===== src/rtl/dvi_sync_detect.sv =====
// Sink-side DVI timing recovery: turns hsync/vsync/de into pixel coordinates,
// measures line/frame geometry and raises locked_o once that geometry is stable.
module dvi_sync_detect #(
  parameter int X_POS_W         = 11,
  parameter int Y_POS_W         = 10,
  parameter bit SYNC_ACTIVE_LOW = 1'b1,
  parameter int LOCK_FRAMES     = 2
) (
  input  logic               clk_i,
  input  logic               rst_i,
  input  logic               hsync_i,
  input  logic               vsync_i,
  input  logic               de_i,
  output logic               de_o,
  output logic [X_POS_W-1:0] pixel_x_o,
  output logic [Y_POS_W-1:0] pixel_y_o,
  output logic               frame_start_o,
  output logic               locked_o,
  output logic [X_POS_W-1:0] h_total_o,
  output logic [X_POS_W-1:0] h_active_o,
  output logic [Y_POS_W-1:0] v_total_o,
  output logic [Y_POS_W-1:0] v_active_o
);
  localparam logic [X_POS_W-1:0] X_MAX = '1;
  localparam logic [Y_POS_W-1:0] Y_MAX = '1;
  localparam int                 MC_W  = $clog2(LOCK_FRAMES + 1);
  localparam logic [MC_W-1:0]    MC_LOCK = MC_W'(LOCK_FRAMES);

  typedef enum logic [1:0] {SEARCH, MEASURE, LOCKED} state_t;

  function automatic logic [X_POS_W-1:0] x_inc(input logic [X_POS_W-1:0] v);
    x_inc = (v == X_MAX) ? v : v + 1'b1;
  endfunction

  function automatic logic [Y_POS_W-1:0] y_inc(input logic [Y_POS_W-1:0] v);
    y_inc = (v == Y_MAX) ? v : v + 1'b1;
  endfunction

  // Sync stages hold the "asserted" level, so polarity is resolved at the pin.
  logic hs1, hs2, vs1, vs2, de1, de2;
  logic line_ev, frame_ev, de_first, de_fall;

  logic [X_POS_W-1:0] h_cnt, h_act_cnt;
  logic               line_de;
  logic [Y_POS_W-1:0] v_cnt, v_act_cnt, y_cnt;

  logic               frm_first, frm_bad;
  logic [X_POS_W-1:0] frm_htot, frm_hact;

  state_t             state;
  logic [MC_W-1:0]    match_cnt, mc_next;

  logic [X_POS_W-1:0] f_htot, f_hact;
  logic [Y_POS_W-1:0] f_vtot, f_vact;
  logic               line_bad, f_bad, lock_line_bad, sample_eq;
  logic               h_to, v_to, timeout;

  assign line_ev  = hs1 & ~hs2;
  assign frame_ev = vs1 & ~vs2;
  assign de_first = de1 & ~de2;
  assign de_fall  = de2 & ~de1;
  assign mc_next  = MC_W'(match_cnt + 1'b1);

  // Frame summary as it would stand if this cycle's line closed the frame,
  // so a coincident line event is folded into the ending frame.
  always_comb begin
    f_htot   = frm_htot;
    f_hact   = frm_hact;
    line_bad = 1'b0;
    if (line_ev) begin
      if (frm_first)
        f_htot = h_cnt;
      else if (h_cnt != frm_htot)
        line_bad = 1'b1;
      if (h_act_cnt != '0) begin
        if (frm_hact == '0)
          f_hact = h_act_cnt;
        else if (h_act_cnt != frm_hact)
          line_bad = 1'b1;
      end
    end
    f_vtot = line_ev ? y_inc(v_cnt) : v_cnt;
    f_vact = (line_ev && line_de) ? y_inc(v_act_cnt) : v_act_cnt;
    f_bad  = frm_bad | line_bad;

    lock_line_bad = line_ev &&
                    ((h_cnt != h_total_o) ||
                     ((h_act_cnt != '0) && (h_act_cnt != h_active_o)));
    sample_eq = ({f_htot, f_hact, f_vtot, f_vact} ==
                 {h_total_o, h_active_o, v_total_o, v_active_o});

    // One-shot on the cycle a counter reaches saturation, so a long-idle
    // counter does not swallow the first real event after the gap.
    h_to    = !line_ev && (h_cnt == X_MAX - 1'b1);
    v_to    = !frame_ev && line_ev && (v_cnt == Y_MAX - 1'b1);
    timeout = h_to | v_to;
  end

  always_ff @(posedge clk_i) begin
    if (rst_i) begin
      hs1 <= 1'b0; hs2 <= 1'b0;
      vs1 <= 1'b0; vs2 <= 1'b0;
      de1 <= 1'b0; de2 <= 1'b0;
      de_o          <= 1'b0;
      pixel_x_o     <= '0;
      pixel_y_o     <= '0;
      frame_start_o <= 1'b0;
      y_cnt         <= '0;
      h_cnt         <= '0;
      h_act_cnt     <= '0;
      line_de       <= 1'b0;
      v_cnt         <= '0;
      v_act_cnt     <= '0;
      frm_first     <= 1'b1;
      frm_bad       <= 1'b0;
      frm_htot      <= '0;
      frm_hact      <= '0;
      state         <= SEARCH;
      match_cnt     <= '0;
      locked_o      <= 1'b0;
      h_total_o     <= '0;
      h_active_o    <= '0;
      v_total_o     <= '0;
      v_active_o    <= '0;
    end else begin
      hs1 <= hsync_i ^ SYNC_ACTIVE_LOW;
      vs1 <= vsync_i ^ SYNC_ACTIVE_LOW;
      de1 <= de_i;
      hs2 <= hs1;
      vs2 <= vs1;
      de2 <= de1;

      // Pixel coordinate pipeline
      de_o <= de1;
      if (de1) begin
        pixel_x_o <= de2 ? x_inc(pixel_x_o) : '0;
        pixel_y_o <= y_cnt;
      end
      frame_start_o <= de_first && (y_cnt == '0);
      if (frame_ev)
        y_cnt <= '0;
      else if (de_fall)
        y_cnt <= y_inc(y_cnt);

      // Line measurement; a de cycle coincident with hsync belongs to the new line
      if (line_ev) begin
        h_cnt     <= X_POS_W'(1);
        h_act_cnt <= de1 ? X_POS_W'(1) : '0;
        line_de   <= de1;
      end else begin
        h_cnt <= x_inc(h_cnt);
        if (de1) begin
          h_act_cnt <= x_inc(h_act_cnt);
          line_de   <= 1'b1;
        end
      end

      // Frame measurement
      if (frame_ev) begin
        v_cnt     <= '0;
        v_act_cnt <= '0;
        frm_first <= 1'b1;
        frm_bad   <= 1'b0;
        frm_htot  <= '0;
        frm_hact  <= '0;
      end else begin
        if (line_ev) begin
          v_cnt     <= f_vtot;
          v_act_cnt <= f_vact;
          frm_first <= 1'b0;
          frm_htot  <= f_htot;
          frm_hact  <= f_hact;
        end
        frm_bad <= f_bad;
      end

      case (state)
        SEARCH: begin
          if (frame_ev && !timeout) begin
            state     <= MEASURE;
            match_cnt <= '0;
          end
        end
        MEASURE: begin
          if (timeout) begin
            state     <= SEARCH;
            match_cnt <= '0;
          end else if (frame_ev) begin
            h_total_o  <= f_htot;
            h_active_o <= f_hact;
            v_total_o  <= f_vtot;
            v_active_o <= f_vact;
            if (f_bad) begin
              match_cnt <= '0;
            end else if (sample_eq) begin
              match_cnt <= mc_next;
              if (mc_next == MC_LOCK) begin
                state    <= LOCKED;
                locked_o <= 1'b1;
              end
            end else begin
              match_cnt <= MC_W'(1);
            end
          end else if (line_bad) begin
            match_cnt <= '0;
          end
        end
        LOCKED: begin
          if (timeout || lock_line_bad || (frame_ev && !sample_eq)) begin
            state     <= SEARCH;
            locked_o  <= 1'b0;
            match_cnt <= '0;
          end
        end
        default: begin
          state     <= SEARCH;
          locked_o  <= 1'b0;
          match_cnt <= '0;
        end
      endcase
    end
  end
endmodule


===== config.mk =====
export PLATFORM = sky130hd
export DESIGN_NAME = dvi_sync_detect
export DESIGN_NICKNAME = d
export VERILOG_FILES = /design/src/rtl/dvi_sync_detect.sv
export SDC_FILE = /design/constraint.sdc
export NUM_CORES = 1
export LEC_CHECK = 0
export ABC_AREA = 0
export BUFFER_PORTS_ARGS = -buffer_cell sky130_fd_sc_hd__buf_4
export CAP_MARGIN = 0
export CELL_PAD_IN_SITES_DETAIL_PLACEMENT = 0
export CELL_PAD_IN_SITES_GLOBAL_PLACEMENT = 2
export CORE_MARGIN = 2
export CORE_UTILIZATION = 39
export CTS_BUF_LIST = sky130_fd_sc_hd__clkbuf_16
export CTS_CLUSTER_DIAMETER = 50
export DETAILED_ROUTE_END_ITERATION = 12
export PLACE_DENSITY = 0.92
export REMOVE_ABC_BUFFERS = 1
export SETUP_SLACK_MARGIN = 0.5
export SLEW_MARGIN = 30
export SYNTH_ARGS = -nofsm -noshare
export SYNTH_HDL_FRONTEND = slang
export SYNTH_SLANG_ARGS = --single-unit
export TNS_END_PERCENT = 5

===== constraint.sdc =====
create_clock -name clk_i -period 5.11 [get_ports clk_i]
set_input_delay 0.7665 -clock clk_i [delete_from_list [all_inputs] [get_ports clk_i]]
set_output_delay 0.7665 -clock clk_i [all_outputs]
set_load 0.01 [all_outputs]

==> impl_metrics.py, run 1 <==
metrics = {
    "global_routing": {
        "grt_use_total_pct": 22.5,
        "grt_pass1_wl_um": 39700,
        "grt_max_degree": 41,
        "grt_pass1_vias": 7134,
        "antenna_found_initial": 1,
        "gr-total-overflow": 0,
    },
    "die": {
        "ioPinCount": 71,
        "core-area_mm2": 0.0212,
        "die_h_um": 151,
        "initial_core_util_pct": 39.9,
        "dieWidth_um": 151,
        "rows": 53,
        "die_area_mm2": 0.0229,
    },
    "synth": {
        "synth_top_cell_by_area": "dfxtp_1",
        "synth.avg_cell_area_um2": 8.12,
        "synth.most_common_cell": "nor2_1",
        "yosys-top-cells-area": "dfxtp_1, nor2_1, xor2_1",
        "ys_warn_count": 0,
        "synth_cell_types": 71,
        "async_reset_ff_share_pct": 0,
        "synthCells": 1040,
        "synth-edff-count": 0,
        "yosys_most_used_dff": "dfxtp_1",
        "netlist.area_leader.share_pct": 36.0,
        "synth-seq-cells": 152,
        "ys_top_cells_by_count": "nor2_1, dfxtp_1, xor2_1, clkbuf_1, nand2_1",
        "yosysSeqAreaShare_pct": 36.0,
        "syn-cell-area_mm2": 0.00845,
    },
    "flow_run": {
        "max-cap-violations": 0,
    },
    "sta": {
        "hold_viol_final": 0,
        "max_clock_freq_ghz": 0.253,
        "relSlewSlack_pct": 37.4,
        "tns_ns": 0,
        "fin_skew_ns": 0.0148,
        "setup_violations": 0,
        "drv_slew": 0,
        "rsz0062_at_grt": "no",
        "worst_slew_pin_slew_ns": 0.932,
        "fin_ws_ns": 1.15,
        "timing.final.crit_share_pct": 77.5,
        "finalCriticalPeriod_ns": 3.96,
    },
    "setup_path": {
        "cp-endpoint": "state[0]",
        "crit_type": "register to register",
        "crit_required_ns": 5.42,
        "worst_setup_path_end_kind": "register",
        "r2r-start": "hs1",
        "r2r-end": "state[0]",
        "cp_data_arrival_time_ns": 4.27,
        "cp_max_fo": 16,
        "startpoint": "hs1",
        "r2r_slack_ns": 1.15,
        "critPathLaunchType": "register",
        "reg2reg_depth": 9,
    },
    "cts": {
        "clock_latency_ns": 0.43,
        "cts_root_buf": "clkbuf_16",
        "cts_sinks": 152,
        "cts_resized": 0,
        "cts_tree": "done",
        "postCtsHoldBufs": 0,
        "htreeDepth": 4,
        "cts_buffers": 17,
        "path_clk_slew_ns": 0.06,
        "clockBufferDepth": 2,
        "post_cts_buffers": 0,
    },
    "routing": {
        "viasPerCell": 5.63,
        "wl_per_cell_um": 18.4,
        "top_layer_used": "met4",
        "totalWireLength_um": 25000,
        "dr.pass1.iters": 5,
        "drtIter0Drc": 504,
        "routed-via-count": 7641,
        "antenna_left": 0,
        "wl_met3_um": 1470,
        "drcViolationCount": 0,
        "wl_met1_um": 11700,
        "dr_wl_met2_um": 11300,
    },
    "final_layout": {
        "final_layout_size_suffix_gt1_share_pct": 11.7,
        "area.growth.synth_to_final_pct": 15.1,
        "nNetsFinal": 1083,
        "fillerInstances": 2107,
    },
    "power_and_ir_drop": {
        "p_per_area_mw_per_mm2": 284,
        "irDropWorstVdd_mv": 0.222,
        "p_leak_nw": 3.80,
    },
    "place": {
        "hpwl_um": 18300,
        "place_ws_ns": 1.24,
        "portBuffers": 70,
        "gp_congestion": 0.947,
    },
    "status": {
        "outcome": "completed",
    },
    "hold_path": {
        "hold_path_class": "input pin to register",
    },
}
==> how the worst min path moves through the flow <==
stage	to	cells past startpoint	startpoint	slack, ns
2_1_floorplan	vs2	1	vs1	0.45
3_3_place_gp	vs2	1	vs1	0.48
3_5_place_dp	vs2	1	vs1	0.47
5_1_grt	vs1	2	vsync_i	0.46
6_report	vs1	2	vsync_i	0.48
4_1_cts	vs1	2	vsync_i	0.47
==> stage by stage <==
| stage | std cells | hold WS, ns | power, mW | util [%] | instance area (µm²) |
|---|---|---|---|---|---|
| global route | 1355 | 0.464 | 2.87 | 46.0 | 9720 |
| floorplan | 970 | 0.453 | 1.39 | - | 8180 |
| CTS | 1355 | 0.466 | 2.79 | 46.0 | 9720 |
| finish | 1356 | 0.482 | 2.76 | 46.0 | 9720 |
| detailed placement | 1323 | 0.474 | 1.48 | 43.1 | 9120 |
| global placement | 1323 | 0.476 | 1.48 | 43.1 | 9120 |
==> report_power, final <==
part	internal [mW]	switching, mW
clock network	0.769	0.536
registers	1.20	0.0315
logic	0.0873	0.135
total	2.06	0.702
==> state kept, by name, summed over array words and instances (netlist names), 2 cells and up <==
name        flops
frm_hact       11
frm_htot       11
h_act_cnt      11
h_active_o     11
h_cnt          11
h_total_o      11
pixel_x_o      11
pixel_y_o      10
v_act_cnt      10
v_active_o     10
v_cnt          10
v_total_o      10
y_cnt          10
match_cnt       2
state           2
==> critical path, cell delays in order (launching register included) <==
cell      delay, ns
dfxtp_1        0.63
nand2b_1       0.10
buf_4          0.21
nor4_4         0.85
nor3_1         0.19
a211o_1        0.32
or4b_1         0.53
nor4_2         0.32
nand3_1        0.22
o41a_1         0.46
==> area by class of cell <==
type                       count  area (µm²)  share of cell area [%]
antenna                        1        2.50                  0.0257
clock buffer                  17         425                    4.37
clock inverter                15         173                    1.78
inverter                      34         128                    1.31
multi-input combinational    784        5020                    51.7
sequential                   152        3040                    31.3
tap                          275         344                    3.54
timing repair buffer          78         586                    6.02
==> cells by family (layout without fill, tap and decap cells) <==
kind of cell,count (synthesis),after routing,synth area share [%]
muxes,29,29,3.48
buffers and inverters,104,144,4.71
xor gates and xnor gates,100,100,10.7
adders and majority gates,11,11,1.63
AOI/OAI and AO/OA,189,189,15.2
DFF,152,152,36.0
and+or+nand+nor,455,455,28.2
other,0,1,0
==> cell usage in the layout, fill, tap and decap left out, drive strengths merged, types with 5 or more instances in the layout <==
cell,instances
nor2,168
dfxtp,152
buf,78
xor2,61
nand2,50
a21oi,48
a211oi,39
xnor2,37
inv,37
nor2b,36
nand3,34
nor4,29
mux2i,26
nand4,25
o21ai,25
clkbuf,17
nor3,15
nor3b,12
nand2b,12
or3,11
ha,11
and4,10
and2,9
a31oi,9
and3,8
a21o,8
nand4b,8
clkinv,8
o211ai,7
or4,7
a22oi,6
o2111ai,6
nor4b,5
==> metal layers <==
metal	global-route usage [%]	vias to the layer above
li1	-	3759
met1	31.3	3600
met2	34.7	239
met3	4.07	43
met4	8.32	0
met5	0	-
(Power assumes the default switching activity.)
==> run 2, diff against run 1 <==
- CORE_UTILIZATION: 39 -> 36
- PLACE_DENSITY: 0.92 -> 0.87
- clock period: 5.11 -> 3.95 ns (I/O delays scaled with it)
==> impl_metrics.py, run 2 (same netlist as run 1, synthesis figures left out) <==
metrics = {
    "routing": {
        "wl_met3_um": 1430,
        "drcViolationCount": 0,
        "dr_wl_met2_um": 11700,
        "top_layer_used": "met4",
        "viasPerCell": 5.47,
        "routed-via-count": 7725,
        "dr.pass1.iters": 6,
        "wl_per_cell_um": 18.1,
        "wl_met1_um": 12100,
        "totalWireLength_um": 25600,
        "antenna_left": 0,
        "drtIter0Drc": 578,
    },
    "power_and_ir_drop": {
        "p_per_area_mw_per_mm2": 359,
        "irDropWorstVdd_mv": 0.293,
        "p_leak_nw": 3.88,
    },
    "place": {
        "gp_congestion": 0.954,
        "placed_area_mm2": 0.00928,
        "hpwl_um": 19000,
        "portBuffers": 70,
    },
    "global_routing": {
        "grt_use_total_pct": 21.4,
        "gr-total-overflow": 0,
        "grt_pass1_wl_um": 41500,
        "grt_pass1_vias": 7332,
        "antenna_found_initial": 0,
        "grt_max_degree": 45,
    },
    "final_layout": {
        "final_area_mm2": 0.00991,
        "fillerInstances": 2414,
        "layout_commonest_cell": "nor2_1",
        "nNetsFinal": 1098,
        "diodes": 0,
        "area.growth.synth_to_final_pct": 17.3,
        "mostFrequentLayoutCells": "nor2_1, dfxtp_1, buf_4",
        "final_layout_size_suffix_gt1_share_pct": 13.7,
    },
    "sta": {
        "worst_slew_pin_slew_ns": 0.828,
        "timing.final.crit_share_pct": 83.6,
        "relSlewSlack_pct": 44.1,
        "finalCriticalPeriod_ns": 3.30,
        "hold_viol_final": 0,
        "fin_skew_ns": 0.0191,
        "drv_slew": 0,
        "max_clock_freq_ghz": 0.303,
        "setup_violations": 0,
        "tns_ns": 0,
        "rsz0062_at_grt": "no",
    },
    "flow_run": {
        "max-cap-violations": 0,
    },
    "cts": {
        "cts_buffers": 17,
        "cts_sinks": 152,
        "clock_latency_ns": 0.45,
        "cts_root_buf": "clkbuf_16",
        "clockBufferDepth": 2,
        "htreeDepth": 4,
        "postCtsHoldBufs": 0,
        "path_clk_slew_ns": 0.07,
        "cts_tree": "done",
    },
    "setup_path": {
        "cp_max_fo": 6,
        "worst_setup_path_end_kind": "register",
        "r2r_slack_ns": 0.65,
        "cp_data_arrival_time_ns": 3.62,
        "r2r-start": "frm_hact[7]",
        "crit_type": "register to register",
        "critPathLaunchType": "register",
        "crit_required_ns": 4.27,
        "reg2reg_depth": 8,
        "r2r-end": "state[0]",
    },
    "die": {
        "ioPinCount": 71,
        "rows": 56,
        "dieWidth_um": 157,
        "core-area_mm2": 0.0233,
        "die_area_mm2": 0.0247,
        "die_h_um": 157,
        "initial_core_util_pct": 36.3,
    },
    "hold_path": {
        "holdPathStages": 2,
        "hp-start": "hsync_i",
        "worstHoldEndpoint": "hs1",
        "hold_path_class": "input pin to register",
    },
    "status": {
        "outcome": "completed",
    },
}
run 2: cell type report:
cell class | count | area, µm² | share of cell area (%)
tap | 319 | 399 | 4.03
clock inverter | 14 | 155 | 1.57
timing repair buffer | 93 | 702 | 7.09
inverter | 34 | 128 | 1.29
sequential | 152 | 3050 | 30.7
multi-input combinational | 784 | 5050 | 51.0
clock buffer | 17 | 425 | 4.29
run 2: worst max-delay path by stage:
stage	cells past startpoint	end	slack [ns]	from
3_3_place_gp	9	state[0]	0.43	v_act_cnt[1]
3_5_place_dp	9	state[0]	0.37	v_act_cnt[1]
5_1_grt	8	state[0]	0.52	frm_hact[7]
4_1_cts	9	state[0]	0.56	v_cnt[1]
6_report	8	state[0]	0.65	frm_hact[7]
2_1_floorplan	7	h_active_o[3]	0.16	hs1
run 2: metrics by stage:
step | hold slack, ns | power, mW | std cells | setup WS [ns] | utilization [%]
floorplan | 0.453 | 1.80 | 970 | 0.157 | -
global placement | 0.471 | 1.93 | 1381 | 0.431 | 39.9
detailed placement | 0.471 | 1.93 | 1381 | 0.371 | 39.9
CTS | 0.286 | 3.59 | 1412 | 0.559 | 42.4
global route | 0.293 | 3.69 | 1413 | 0.516 | 42.6
finish | 0.283 | 3.55 | 1413 | 0.648 | 42.6
run 2: timing repair:
action,in CTS,in global routing
setup buffers,0,1
resized for setup,1,11
endpoints found under the setup margin,1,3
pin swaps,0,2
run 2: report_power, final:
| part | internal (mW) | switching [mW] |
|---|---|---|
| registers | 1.55 | 0.0385 |
| logic | 0.124 | 0.182 |
| clock network | 0.897 | 0.759 |
run 2: per-layer routing:
layer | vias to the layer above | global-route usage, %
met5 | - | 0
met2 | 250 | 33.7
met4 | 0 | 6.54
met1 | 3662 | 29.7
li1 | 3781 | -
met3 | 32 | 4.07
run 2: worst max-delay path, stage by stage, from the launching register on:
cell and delay [ns]:
dfxtp_1 0.37, or4_4 0.59, nor4_4 0.27, nor3_1 0.14
a211o_1 0.29, or4b_1 0.56, nor4_2 0.34, nand3_1 0.18
o41a_1 0.45
==> run 3, diff against run 2 <==
- CORE_UTILIZATION: 36 -> 33
- PLACE_DENSITY: 0.87 -> 0.84
- clock period: 3.95 -> 3.03 ns (I/O delays scaled with it)
==> impl_metrics.py, run 3 (same netlist as run 1, synthesis figures left out) <==
metrics = {
    "status": {
        "outcome": "completed",
    },
    "global_routing": {
        "grt_max_degree": 67,
        "antenna_found_initial": 0,
        "grt_pass1_wl_um": 43900,
        "grt_use_total_pct": 21.2,
        "grt_pass1_vias": 7886,
        "gr-total-overflow": 0,
    },
    "final_layout": {
        "final_util_pct": 44.0,
        "mostFrequentLayoutCells": "buf_4, nor2_1, dfxtp_1",
        "area.growth.synth_to_final_pct": 31.3,
        "layout_commonest_cell": "buf_4",
        "stdcell_count": 1545,
        "diodes": 0,
        "final_layout_size_suffix_gt1_share_pct": 25.1,
        "final_area_mm2": 0.0111,
        "nNetsFinal": 1218,
    },
    "power_and_ir_drop": {
        "p_per_area_mw_per_mm2": 428,
        "seqPwrFrac_pct": 43.4,
        "clkPwrFrac_pct": 46.1,
        "power_mw": 4.75,
        "p_sw_mw": 1.39,
        "switching_share_pct": 29.2,
        "irDropWorstVdd_mv": 0.349,
        "combPwrFrac_pct": 10.5,
        "p_int_mw": 3.36,
        "p_leak_nw": 4.51,
    },
    "sta": {
        "setup_violations": 0,
        "timing.final.crit_share_pct": 90.6,
        "tns_ns": 0,
        "fin_ws_ns": 0.285,
        "fin_skew_ns": 0.0134,
        "hold_ws_ns": 0.155,
        "relSlewSlack_pct": 43.6,
        "max_clock_freq_ghz": 0.364,
        "worst_slew_pin_slew_ns": 0.846,
        "drv_slew": 0,
        "hold_viol_final": 0,
        "finalCriticalPeriod_ns": 2.75,
        "rsz0062_at_grt": "yes",
    },
    "setup_path": {
        "critPathBufInv": 3,
        "cp_max_fo": 3,
        "cp_cell_sequence": "ha_2 -> buf_4 -> and4b_2 -> buf_4 -> nand4_1 -> mux2_2 -> xnor2_2 -> nand4_1 -> nor4_2 -> buf_4 -> nand3_2 -> o41a_1",
        "crit_type": "register to register",
        "cpMostUsedCell": "buf_4",
        "critPathLaunchType": "register",
        "crit_required_ns": 3.35,
        "cpPeakStageDelay_ns": 0.39,
        "cp_data_arrival_time_ns": 3.06,
        "slowest_stage": "mux2_2",
        "crit_family": "simple AND/OR/NAND/NOR gates",
        "worst_setup_path_end_kind": "register",
    },
    "routing": {
        "drtIter0Drc": 633,
        "routed-via-count": 8192,
        "dr_wl_met2_um": 13000,
        "wl_met1_um": 13000,
        "viasPerCell": 5.30,
        "drcViolationCount": 0,
        "dr.pass1.iters": 5,
        "antenna_left": 0,
        "wl_per_cell_um": 18.1,
        "wl_met3_um": 1430,
        "top_layer_used": "met4",
        "totalWireLength_um": 28000,
    },
    "place": {
        "gp_congestion": 0.946,
        "placed_area_mm2": 0.0100,
        "place_ws_ns": -0.0697,
        "dp_cells": 1486,
        "hpwl_um": 20900,
        "portBuffers": 70,
    },
    "die": {
        "core-area_mm2": 0.0252,
        "die_area_mm2": 0.0269,
        "dieWidth_um": 164,
        "ioPinCount": 71,
        "die_h_um": 164,
        "rows": 58,
        "initial_core_util_pct": 33.5,
    },
    "cts": {
        "cts_root_buf": "clkbuf_16",
        "cts_buffers": 17,
        "path_clk_slew_ns": 0.08,
        "clock_latency_ns": 0.44,
        "cts_tree": "done",
        "htreeDepth": 4,
        "clockBufferDepth": 2,
        "cts_sinks": 152,
    },
    "flow_run": {
        "max-cap-violations": 0,
    },
    "hold_path": {
        "hold_path_class": "input pin to register",
    },
}
==> run 3: final timing paths <==
kind                     start        to  slack [ns]  cells past startpoint
setup / recovery  v_act_cnt[0]  state[0]        0.28                     12
hold / removal         vsync_i       vs1        0.16                      2
setup reg to reg  v_act_cnt[0]  state[0]        0.28                     12
hold reg to reg            vs1       vs2        0.50                      1
==> run 3: repair_timing <==
item | 4_1_cts | 5_1_grt
hold buffers | 0 | 0
resized for setup | 64 | 2
buffers inserted | 27 | 0
setup endpoints to repair | 28 | 50
pin swaps | 27 | 1
==> run 3: layout make-up <==
type	count	area, µm²
inverter	34	128
clock buffer	17	425
fill	2486	14100
tap	330	413
sequential	152	3050
timing repair buffer	213	1620
clock inverter	15	171
multi-input combinational	784	5280
==> run 3: power by group through the flow <==
stage / Clock, mW / Combinational (mW) / Sequential (mW)
2_1_floorplan: 0 / 0.228 / 2.12
3_3_place_gp: 0 / 0.455 / 2.11
3_5_place_dp: 0 / 0.456 / 2.11
4_1_cts: 2.22 / 0.496 / 2.06
5_1_grt: 2.31 / 0.540 / 2.07
6_report: 2.19 / 0.499 / 2.06
==> run 3: metal layers <==
layer	track usage [%]	vias up
li1	-	4031
met1	28.0	3909
met2	34.7	216
met3	4.37	36
met4	6.54	0
met5	0	-
